===== src/rtl/db_ecc_arbiter.sv =====
// ---------------------------------------------------------------------------
// db_ecc_arbiter
//   Round-robin arbiter sharing one Hamming(7,4) correction / data-bucket
//   decoder between NREQ requesters. The chosen packet is latched, offered to
//   the decoder, and the arbiter then waits (bounded by TIMEOUT) for
//   completion. Saturating statistics count corrected and timed-out packets.
//
// Ports
//   clk        system clock, rising edge
//   _RESET     asynchronous active-low reset
//   req_valid  [NREQ]      requester i holds a packet
//   req_data   [NREQ*DW]   packet i in bits [i*DW +: DW]
//   req_ack    [NREQ]      one-cycle done pulse to the grantee (one-hot or 0)
//   dec_valid  packet offered to decoder (ISSUE state)
//   dec_data   [DW]        latched copy of the granted packet
//   dec_ready  decoder accepts dec_data
//   dec_done   decoder finished current packet (ignored outside WAIT)
//   dec_syn    [3]         syndrome with dec_done, nonzero = corrected
//   grant_id   index of current / last grantee
//   busy       FSM not in IDLE
//   corr_cnt   saturating corrected-packet count
//   tmo_cnt    saturating timeout count
//   stat_clr   synchronous clear of both counters (wins over increment)
// ---------------------------------------------------------------------------
module db_ecc_arbiter #(
    parameter int NREQ    = 4,
    parameter int DW      = 11,
    parameter int CNT_W   = 8,
    parameter int TIMEOUT = 15
) (
    input  logic                    clk,
    input  logic                    _RESET,
    input  logic [NREQ-1:0]         req_valid,
    input  logic [NREQ*DW-1:0]      req_data,
    output logic [NREQ-1:0]         req_ack,
    output logic                    dec_valid,
    output logic [DW-1:0]           dec_data,
    input  logic                    dec_ready,
    input  logic                    dec_done,
    input  logic [2:0]              dec_syn,
    output logic [$clog2(NREQ)-1:0] grant_id,
    output logic                    busy,
    output logic [CNT_W-1:0]        corr_cnt,
    output logic [CNT_W-1:0]        tmo_cnt,
    input  logic                    stat_clr
);

    localparam int IW = $clog2(NREQ);
    localparam int TW = $clog2(TIMEOUT + 1);

    typedef enum logic [1:0] {S_IDLE, S_ISSUE, S_WAIT} state_t;

    state_t          state, state_nxt;
    logic [IW-1:0]   rr;
    logic [IW-1:0]   pick;
    logic [IW:0]     cand;
    logic            any_req;
    logic [TW-1:0]   wcnt;
    logic            grant_go, accept, finish, timeout;

    // Cyclic search starting at rr; the extra bit in cand lets rr+i wrap
    // without overflow before folding back into 0..NREQ-1.
    always_comb begin
        any_req = 1'b0;
        pick    = '0;
        cand    = '0;
        for (int i = 0; i < NREQ; i++) begin
            cand = {1'b0, rr} + (IW+1)'(i);
            if (cand >= (IW+1)'(NREQ))
                cand = cand - (IW+1)'(NREQ);
            if (!any_req && req_valid[cand[IW-1:0]]) begin
                any_req = 1'b1;
                pick    = cand[IW-1:0];
            end
        end
    end

    always_ff @(posedge clk or negedge _RESET) begin
        if (!_RESET) state <= S_IDLE;
        else         state <= state_nxt;
    end

    always_comb begin
        state_nxt = state;
        grant_go  = 1'b0;
        accept    = 1'b0;
        finish    = 1'b0;
        timeout   = 1'b0;
        case (state)
            S_IDLE: begin
                if (any_req) begin
                    grant_go  = 1'b1;
                    state_nxt = S_ISSUE;
                end
            end
            S_ISSUE: begin
                if (dec_ready) begin
                    accept    = 1'b1;
                    state_nxt = S_WAIT;
                end
            end
            S_WAIT: begin
                // dec_done on the last allowed cycle still counts as done
                if (dec_done) begin
                    finish    = 1'b1;
                    state_nxt = S_IDLE;
                end else if (wcnt == TW'(TIMEOUT - 1)) begin
                    finish    = 1'b1;
                    timeout   = 1'b1;
                    state_nxt = S_IDLE;
                end
            end
            default: state_nxt = S_IDLE;
        endcase
    end

    always_comb begin
        req_ack = '0;
        if (finish) req_ack[grant_id] = 1'b1;
        dec_valid = (state == S_ISSUE);
        busy      = (state != S_IDLE);
    end

    always_ff @(posedge clk or negedge _RESET) begin
        if (!_RESET) begin
            dec_data <= '0;
            grant_id <= '0;
            rr       <= '0;
            wcnt     <= '0;
        end else begin
            if (grant_go) begin
                dec_data <= req_data[pick*DW +: DW];
                grant_id <= pick;
            end
            if (accept)
                wcnt <= '0;
            else if (state == S_WAIT)
                wcnt <= wcnt + TW'(1);
            // Grantee drops to lowest priority for the next search
            if (finish)
                rr <= (grant_id == IW'(NREQ - 1)) ? '0 : grant_id + IW'(1);
        end
    end

    always_ff @(posedge clk or negedge _RESET) begin
        if (!_RESET) begin
            corr_cnt <= '0;
            tmo_cnt  <= '0;
        end else if (stat_clr) begin
            corr_cnt <= '0;
            tmo_cnt  <= '0;
        end else begin
            if (finish && !timeout && (dec_syn != 3'd0) && (corr_cnt != '1))
                corr_cnt <= corr_cnt + CNT_W'(1);
            if (timeout && (tmo_cnt != '1))
                tmo_cnt <= tmo_cnt + CNT_W'(1);
        end
    end

endmodule


===== config.mk =====
export PLATFORM = sky130hd
export DESIGN_NAME = db_ecc_arbiter
export DESIGN_NICKNAME = d
export VERILOG_FILES = /design/src/rtl/db_ecc_arbiter.sv
export SDC_FILE = /design/constraint.sdc
export NUM_CORES = 1
export LEC_CHECK = 0
export ABC_AREA = 1
export CORE_ASPECT_RATIO = 0.8
export CORE_MARGIN = 4
export CORE_UTILIZATION = 30
export DETAILED_ROUTE_END_ITERATION = 10
export PLACE_DENSITY = 0.61
export SYNTH_ARGS = -nofsm -noshare
export SYNTH_HDL_FRONTEND = slang
export SYNTH_SLANG_ARGS = --single-unit
export TNS_END_PERCENT = 50

===== constraint.sdc =====
create_clock -name clk -period 2 [get_ports clk]
set_input_delay 0.2 -clock clk [delete_from_list [all_inputs] [get_ports clk]]
set_output_delay 0.2 -clock clk [all_outputs]
set_load 0.01 [all_outputs]

Word level (Yosys, flattened, before mapping)
Cells that the tools add are included.
{"block": "op_classes", "addsub": 11, "n_mul": 1, "n_div": 0, "n_lt_le_gt_ge": 10, "n_eq_ne": 9, "shift": 1, "mux": 44, "n_bitwise": 0, "n_reduce_logical": 19}
{"cell": "indexed part select 44 x 7 -> 11 bit", "count": 1}
{"cell": "two-way mux 8 bit", "count": 4}
{"cell": "two-way mux 2 bit", "count": 13}
{"cell": "two-way mux 1 bit", "count": 18}
{"cell": "adder 8 x 1 -> 8 bit, second input constant", "count": 2}
{"cell": "!= test 8 bit, second input constant", "count": 2}
{"cell": "< comparator 2 x 3 -> 1 bit, second input constant", "count": 5}
{"cell": "two-way mux 4 bit", "count": 3}
{"cell": ">= comparator 3 bit, second input constant", "count": 3}
{"cell": "binary-select mux 1 bit (select 2 bit)", "count": 4}
{"cell": "logical AND 1 bit", "count": 8}
{"cell": "nonzero test 2 bit", "count": 4}
{"cell": "subtractor 2 x 1 -> 2 bit, second input constant", "count": 4}
{"cell": "adder 2 x 2 -> 3 bit, second input constant", "count": 2}
{"cell": "multiplier 2 x 4 -> 6 bit, second input constant", "count": 1}
{"cell": "one-hot mux 2 bit (3 select lines)", "count": 1}
{"cell": "adder 4 x 1 -> 4 bit, second input constant", "count": 1}
{"cell": "equality test 2 bit, second input constant", "count": 2}
{"cell": "equality test 4 bit, second input constant", "count": 1}
{"cell": "logical NOT 1 bit", "count": 4}
{"cell": "adder 2 x 1 -> 3 bit, second input constant", "count": 1}
{"cell": ">= comparator 2 x 3 -> 1 bit, second input constant", "count": 1}
{"cell": "!= test 3 bit, second input constant", "count": 1}
{"cell": "AND reduction 3 bit", "count": 1}
{"cell": "other kinds (8)", "count": 8}
{"block": "word_totals", "ff_bits": 37, "latchBits": 0, "mem_bits_rw": 0, "rom_bits": 0, "in_bits": 56, "output_inout_bits": 35, "word_cells": 102, "memories": 0}

Depth between registers and ports, before layout
Gate-level depths: netlist (run 1).
{"block": "depth", "word_depth": 16, "depth_mapped": 16, "mapped_depth_nobuf": 14}

Worst setup path after synthesis (run 1)
Ideal clock, no wire load.
{"block": "synth_path", "path_kind": "flip-flop to flip-flop", "startpoint": "register wcnt[0]", "endpoint": "register tmo_cnt[5]", "setup_time_ps": 86, "arrival_ps": 1600, "required_time_ps": 1914, "setup_slack_ps": 314, "stages_incl_launch_ff": 11, "path_buffers": 0, "period_less_slack_ps": 1686, "path_cell_list": "dfrtp_1 -> inv_1 -> ha_1 -> nand3_1 -> nor2_1 -> nand2_1 -> a31oi_1 -> nand2_1 -> nor2_1 -> a21oi_1 -> nor3_1"}
{"block": "synth_via", "elab_chain_len": 6}
{"item": "start, declared", "line_no": "58", "text": "logic [TW-1:0] wcnt;"}
{"item": "start signal, assigned", "line_no": "138", "text": "wcnt <= wcnt + TW'(1);"}
{"item": "equality test 4 bit", "line_no": "107", "text": "end else if (wcnt == TW'(TIMEOUT - 1)) begin"}
{"item": "two-way mux 1 bit", "line_no": "107"}
{"item": "two-way mux 1 bit", "line_no": "104", "text": "if (dec_done) begin"}
{"item": "two-way mux 1 bit", "line_no": "89", "text": "case (state)"}
{"item": "logical AND 1 bit", "line_no": "155", "text": "if (timeout && (tmo_cnt != '1))"}
{"item": "nonzero test 2 bit (no line)"}
{"item": "end signal, assigned", "line_no": "156", "text": "tmo_cnt <= tmo_cnt + CNT_W'(1);"}
{"item": "end, declared", "line_no": "44", "text": "output logic [CNT_W-1:0] tmo_cnt,"}
No other way between the ends.
A chain may end at the register's enable or synchronous reset.

Worst setup path in the final report (run 1)
{"block": "layout_path", "startpoint": "register rr[0]", "endpoint": "register dec_data[2]"}
{"block": "layout_via", "elab_chain_len": 16, "elab_cells_between_ends": 41, "classes_between": "7 x add/sub; 1 x mul; 4 x order compare; 1 x shift; 22 x mux; 6 x reduce/logical"}
{"item": "start, declared", "line_no": "54", "text": "logic [IW-1:0] rr;"}
{"item": "start signal, assigned", "line_no": "141", "text": "rr <= (grant_id == IW'(NREQ - 1)) ? '0 : grant_id + IW'(1);"}
{"item": "parallel branches: the longest is 16 deep, another holds adder 2 x 1 -> 3 bit"}
{"item": "end signal, assigned", "line_no": "132", "text": "dec_data <= req_data[pick*DW +: DW];"}
{"item": "end, declared", "line_no": "37", "text": "output logic [DW-1:0] dec_data,"}
Parallel ways; which one is timed is not known. The select of a mux whose other input is x is not followed.

==> results of run 1 <==
stage by stage:
stage | TNS [ns] | util | std cells | power, mW
floorplan | 0 | - | 378 | 3.126
global placement | 0 | 0.4490 | 581 | 4.108
detailed placement | -0.01104 | 0.4490 | 581 | 4.178
CTS | 0 | 0.4599 | 590 | 4.705
global route | -0.04761 | 0.4733 | 594 | 5.562
finish | 0 | 0.4733 | 594 | 5.047
final cells by class:
class | instances | area (µm²)
clock inverter | 2 | 10.01
timing repair buffer | 109 | 1085
multi-input combinational | 259 | 1321
clock buffer | 6 | 72.57
tap | 108 | 135.1
sequential | 37 | 927.1
inverter | 73 | 279.0
fill | 849 | 4262
placed cells by master, fill, tap and decap left out, drive strengths merged:
| cell type | count |
|---|---|
| clkdlybuf4s15 | 1 |
| nor4 | 4 |
| o31ai | 2 |
| or2 | 1 |
| dlygate4sd3 | 1 |
| clkbuf | 11 |
| xnor2 | 2 |
| buf | 17 |
| nand4 | 11 |
| inv | 73 |
| nor2 | 20 |
| clkinv | 2 |
| nor3 | 9 |
| ha | 8 |
| a31oi | 1 |
| dfrtp | 37 |
| clkdlybuf4s50 | 85 |
| xor2 | 1 |
| nand3 | 43 |
| a21oi | 13 |
| o21ai | 31 |
| nand2 | 113 |
Yosys cell counts:
library cell  count  area share
inv_6             1      0.0034
nand2_1         110        0.16
nor2_2            1      0.0025
nand4_1          11       0.027
o21ai_0          20       0.039
inv_1            66       0.097
or2_2             1      0.0025
dfrtp_1          37        0.36
nor3_2            1      0.0039
buf_2             3      0.0059
nand3_1          40       0.078
nand2_2           3      0.0074
nor2_1           17       0.025
nor3_1            8       0.016
ha_1              8       0.039
nor2_4            2      0.0088
buf_4             2      0.0059
xor2_1            1      0.0034
nand3_2           2      0.0078
a21oi_1          13       0.025
nor4_1            4      0.0098
o21ai_1          11       0.022
o31ai_1           2      0.0059
xnor2_1           2      0.0069
a31oi_1           1      0.0025
inv_2             6      0.0088
buf_6             3       0.013
nand3_4           1      0.0069
clkbuf_1          1      0.0015
routing by layer:
metal,track usage,part of all wire
met3,0.03818,0.057
met2,0.2278,0.45
met1,0.1887,0.48
met5,0,0
met4,0.03647,0.011
worst max-delay path, delay by kind of cell (launching register included):
family | cells | cell delay (ns)
DFF | 1 | 0.48
buffers and inverters | 2 | 0.36
and+or+nand+nor | 11 | 0.86
AOI/OAI and AO/OA | 1 | 0.06
cell families after synthesis:
kind of cell,after synthesis,share of synthesized area
buf+inv,82,0.1358
flops,37,0.3627
simple gates,201,0.3574
xor+xnor,3,0.01030
fa+ha+maj,8,0.03922
compound gates,47,0.09461
registers in the layout (all words and copies together), names as in the netlist:
| register | count |
|---|---|
| dec_data | 11 |
| corr_cnt | 8 |
| tmo_cnt | 8 |
| wcnt | 4 |
| grant_id | 2 |
| rr | 2 |
| state | 2 |
where the power goes:
group	internal [mW]	switching [mW]	leakage, nW
registers	0.964	0.173	0.485
logic	1.53	1.87	1.31
clock network	0.242	0.273	0.0450
total	2.73	2.32	1.84
repair_timing:
| action | 4_1_cts | 5_1_grt |
|---|---|---|
| cloned | 0 | 2 |
| buffers inserted | 0 | 2 |
| endpoints found under the hold margin | 9 | 0 |
| endpoints found under the setup margin | 4 | 19 |
| hold buffers | 1 | 0 |
| gates resized for setup | 4 | 22 |
| pin swaps | 0 | 7 |
worst paths after layout:
path	end	slack (ns)	depth (start not counted)
max in group asynchronous	dec_data[2]	1.22	3
max reg2reg	dec_data[2]	0.13	14
min reg2reg	dec_data[8]	0.49	2
min in group clk	dec_data[8]	0.49	2
max	dec_data[2]	0.13	14
min	dec_data[4]	0.30	2
==> flow_summary.toml, run 1 <==
[cts]
cts_buffers = 5
htree_num_levels = 2
root_buffer = "clkbuf_8"
cts.sinks = 37
max-clock-path-buffers = 2
cts_tree = "yes"
insertion_delay_ns = 0.29
cts.reportedPaths.clkPinSlew_ns = 0.08

[sta]
setup_viol = 0
clock_skew_ns = 0.005608
hold_ws_ns = 0.3029
layout_min_cycle_time_ns = 1.866
finalHoldViolations = 0
maxSlewHeadroom = 0.7171
fin_crit_sh = 0.9332
worstMarginPinSlew_ns = 0.4239
maxSlewViolCount = 0
worst_slack_ns = 0.1337
maxClockFrequency_mhz = 535.8

[placement]
place.detailed.hpwl_um = 5790
portBuffers = 90
post-place-ws_ns = -0.01104
place_area_mm2 = 0.003633
gp_congestion = 0.8697

[route]
num_vias = 2719
drt_iter0_drc = 121
wl_per_cell_um = 12.30
detail_route.vias_per_cell = 4.577
postRouteAntennaNets = 0
drc = 0
drt-pass1-iter-count = 4
drt_wl_total_um = 7308

[finish]
syn_to_final_growth_pct = 50.05
drive_gt1_frac = 0.1152
n_antenna_cell = 0
fin_area_mm2 = 0.003830
layout.nets = 549

[floorplan]
rows = 29
die_area_mm2 = 0.01006
io_pins = 91
coreArea_mm2 = 0.008092
start_util = 0.3154
fp.dieW_um = 111.1
die_h_um = 90.50

[grt]
grt_max_degree = 31
grt.total_usage = 0.1415
antenna_found_initial = 0
grt_pass1_vias = 2537
grt_pass1_wl_um = 11990
grt_overflow_total = 0

[worst_setup_path]
cp-end-kind = "flop"
crit_start = "rr[0]"
path_max_fanout = 15
path_cells = "buf_6, nand2_1, nand2_1, nand2_1, nand2_1, nand2_1, nand2_1, nand2_2, nand3_4, clkbuf_16, nand2_1, o21ai_1, nand2_1, nand3_1"
slowest_stage = "dfrtp_2"
cp_data_required_time_ns = 2.17
reg2reg_from = "rr[0]"
critPathMaxStageDelay_ns = 0.48
start_kind = "flop"
cp_common_cell = "nand2_1"
cp.arrival_ns = 2.04
crit_type = "reg2reg"

[synth]
yosysWarnings = 0
ys_ff_latch = 37
synth.avg_cell_area_um2 = 6.753
yosysSeqAreaShare = 0.3627
synth_cell_type_count = 29
syn_area_mm2 = 0.002552
synth.net_count = 442
syn-instance-count = 378

[flow_run]
cap_violations = 0

[worst_hold_path]
worstHoldPathType = "in2async"

[pwr]
powerDensity_mw_per_mm2 = 1318
ir_drop_mv = 0.7045
p_leak_nw = 1.840

[outcome]
status = "finished, final reports clean"
Power figures use the tool's default switching activity.
==> inputs of run 2 (changes only) <==
--- a/config.mk
+++ b/config.mk
@@ -10,7 +10,8 @@
 export CORE_MARGIN = 4
 export CORE_UTILIZATION = 30
 export DETAILED_ROUTE_END_ITERATION = 10
-export PLACE_DENSITY = 0.61
+export DONT_BUFFER_PORTS = 1
+export PLACE_DENSITY = 0.48
 export SYNTH_ARGS = -nofsm -noshare
 export SYNTH_HDL_FRONTEND = slang
 export SYNTH_SLANG_ARGS = --single-unit
==> run 2 against run 1 <==
Compared with the run above:
- die area stayed put
- flip-flop and latch count stayed put
- clock power is 4.9% higher
- critical path depth stayed put
- sequential share of layout area is 5.6 points higher
- register-to-register slack worse by 0.08 ns
- critical endpoint is now dec_data[8]
- largest power group unchanged
==> flow_summary.toml, run 2 (same netlist as run 1, synthesis figures left out) <==
[worst_setup_path]
path_max_fanout = 7
start_kind = "flop"
cp_data_required_time_ns = 2.18
reg2reg_from = "rr[0]"
r2r_end = "dec_data[8]"
crit_type = "reg2reg"
r2r.worst_path.cells = 14
cp-end-kind = "flop"
cp.arrival_ns = 2.12
rrSetupSlack_ns = 0.06

[route]
wl_per_cell_um = 13.87
drc = 0
drt_wl_total_um = 7047
drt-pass1-iter-count = 4
num_vias = 2434
detail_route.vias_per_cell = 4.791
postRouteAntennaNets = 0
drt_iter0_drc = 113

[flow_run]
cap_violations = 0

[pwr]
ir_drop_mv = 0.7369
p_leak_nw = 1.547
powerDensity_mw_per_mm2 = 1643

[cts]
cts_tree = "yes"
max-clock-path-buffers = 2
cts.reportedPaths.clkPinSlew_ns = 0.07
insertion_delay_ns = 0.29
root_buffer = "clkbuf_8"
htree_num_levels = 2
cts_buffers = 5
cts.sinks = 37

[finish]
final_common_cell = "nand2_1"
layout_common_cells = "nand2_1 (93), inv_1 (65), nand3_1 (36)"
n_antenna_cell = 0
drive_gt1_frac = 0.1800
regMostFlops = "dec_data"
layout.nets = 464
reg.largest.list = "dec_data x11, corr_cnt x8, tmo_cnt x8"
largest_register_ffs = 11
syn_to_final_growth_pct = 21.96

[floorplan]
fp.dieW_um = 111.1
io_pins = 91
rows = 29
die_h_um = 90.50
coreArea_mm2 = 0.008092
die_area_mm2 = 0.01006
start_util = 0.3154

[grt]
grt_overflow_total = 0
grt_pass1_wl_um = 10820
grt.total_usage = 0.1298
grt_pass1_vias = 2212
antenna_found_initial = 0
grt_max_degree = 38

[sta]
worstMarginPinSlew_ns = 0.4338
fin_crit_sh = 0.9707
hold_ws_ns = 0.1230
maxClockFrequency_mhz = 515.1
maxSlewHeadroom = 0.7105
finalSetupTns_ns = 0
clock_skew_ns = 0.008265
finalHoldViolations = 0
layout_min_cycle_time_ns = 1.941
worst_slack_ns = 0.05853
setup_viol = 0
maxSlewViolCount = 0

[placement]
portBuffers = 0
gp_congestion = 0.7677
place.detailed.hpwl_um = 5114
post-place-ws_ns = 0.02827

[worst_hold_path]
hold_depth = 2
hp-start = "dec_ready"
min_to = "state[1]"
worstHoldPathType = "in2reg"

[outcome]
status = "finished, final reports clean"
[run 2: through the flow]
stage / power, mW / cells / util / cell area [µm²]
after floorplan: 3.126 / 378 / - / 2552
after CTS: 4.337 / 496 / 0.3512 / 2841
after detailed placement: 3.745 / 485 / 0.3343 / 2705
after global routing: 5.621 / 508 / 0.3847 / 3113
after global placement: 3.736 / 485 / 0.3343 / 2705
final: 5.114 / 508 / 0.3847 / 3113
[run 2: per-layer routing]
layer | track usage | up-vias | wire length, µm
met3 | 0.03349 | 5 | 381
met1 | 0.1794 | 1118 | 3554
met2 | 0.2005 | 67 | 3045
met5 | 0 | - | 0
li1 | - | 1244 | -
met4 | 0.03647 | 0 | 66
[run 2: critical path, stage by stage, from the launching register on]
cell and delay (ns):
dfrtp_2 0.49, buf_6 0.15, nand2_1 0.07, nand2_2 0.07
nand2_1 0.07, nand2_2 0.07, nor2_4 0.17, nand3_4 0.13
nand3_4 0.17, clkbuf_16 0.18, nand2_1 0.04, nand3_1 0.07
nand2_1 0.05, nand2_1 0.05, nand2_1 0.05
[run 2: repair_timing]
| item | CTS | global route |
|---|---|---|
| gates resized for setup | 0 | 42 |
| hold buffers | 4 | 0 |
| setup buffers | 0 | 8 |
| endpoints found under the hold margin | 43 | 0 |
| setup endpoints to repair | 0 | 20 |
[run 2: how the worst max path moves through the flow]
stage,startpoint,end,slack (ns),depth (start not counted)
3_5_place_dp,rr[0],dec_data[9],0.03,12
5_1_grt,rr[0],dec_data[5],-0.03,14
2_1_floorplan,wcnt[0],tmo_cnt[5],0.31,10
4_1_cts,rr[0],dec_data[9],0.02,11
3_3_place_gp,rr[0],dec_data[9],0.06,12
6_report,rr[0],dec_data[8],0.06,14
[run 2: area by class of cell]
class	count	area [µm²]
Fill cell	886	4979
Multi-Input combinational cell	259	1398
Sequential cell	37	928.4
Inverter	73	281.5
Timing Repair Buffer	23	277.8
Tap cell	108	135.1
Clock buffer	7	86.33
Timing Repair inverter	1	6.256
[run 2: power breakdown]
part           switching (mW)  internal [mW]
clock network           0.267          0.274
logic                    1.88           1.43
registers               0.300          0.964
total                    2.44           2.67
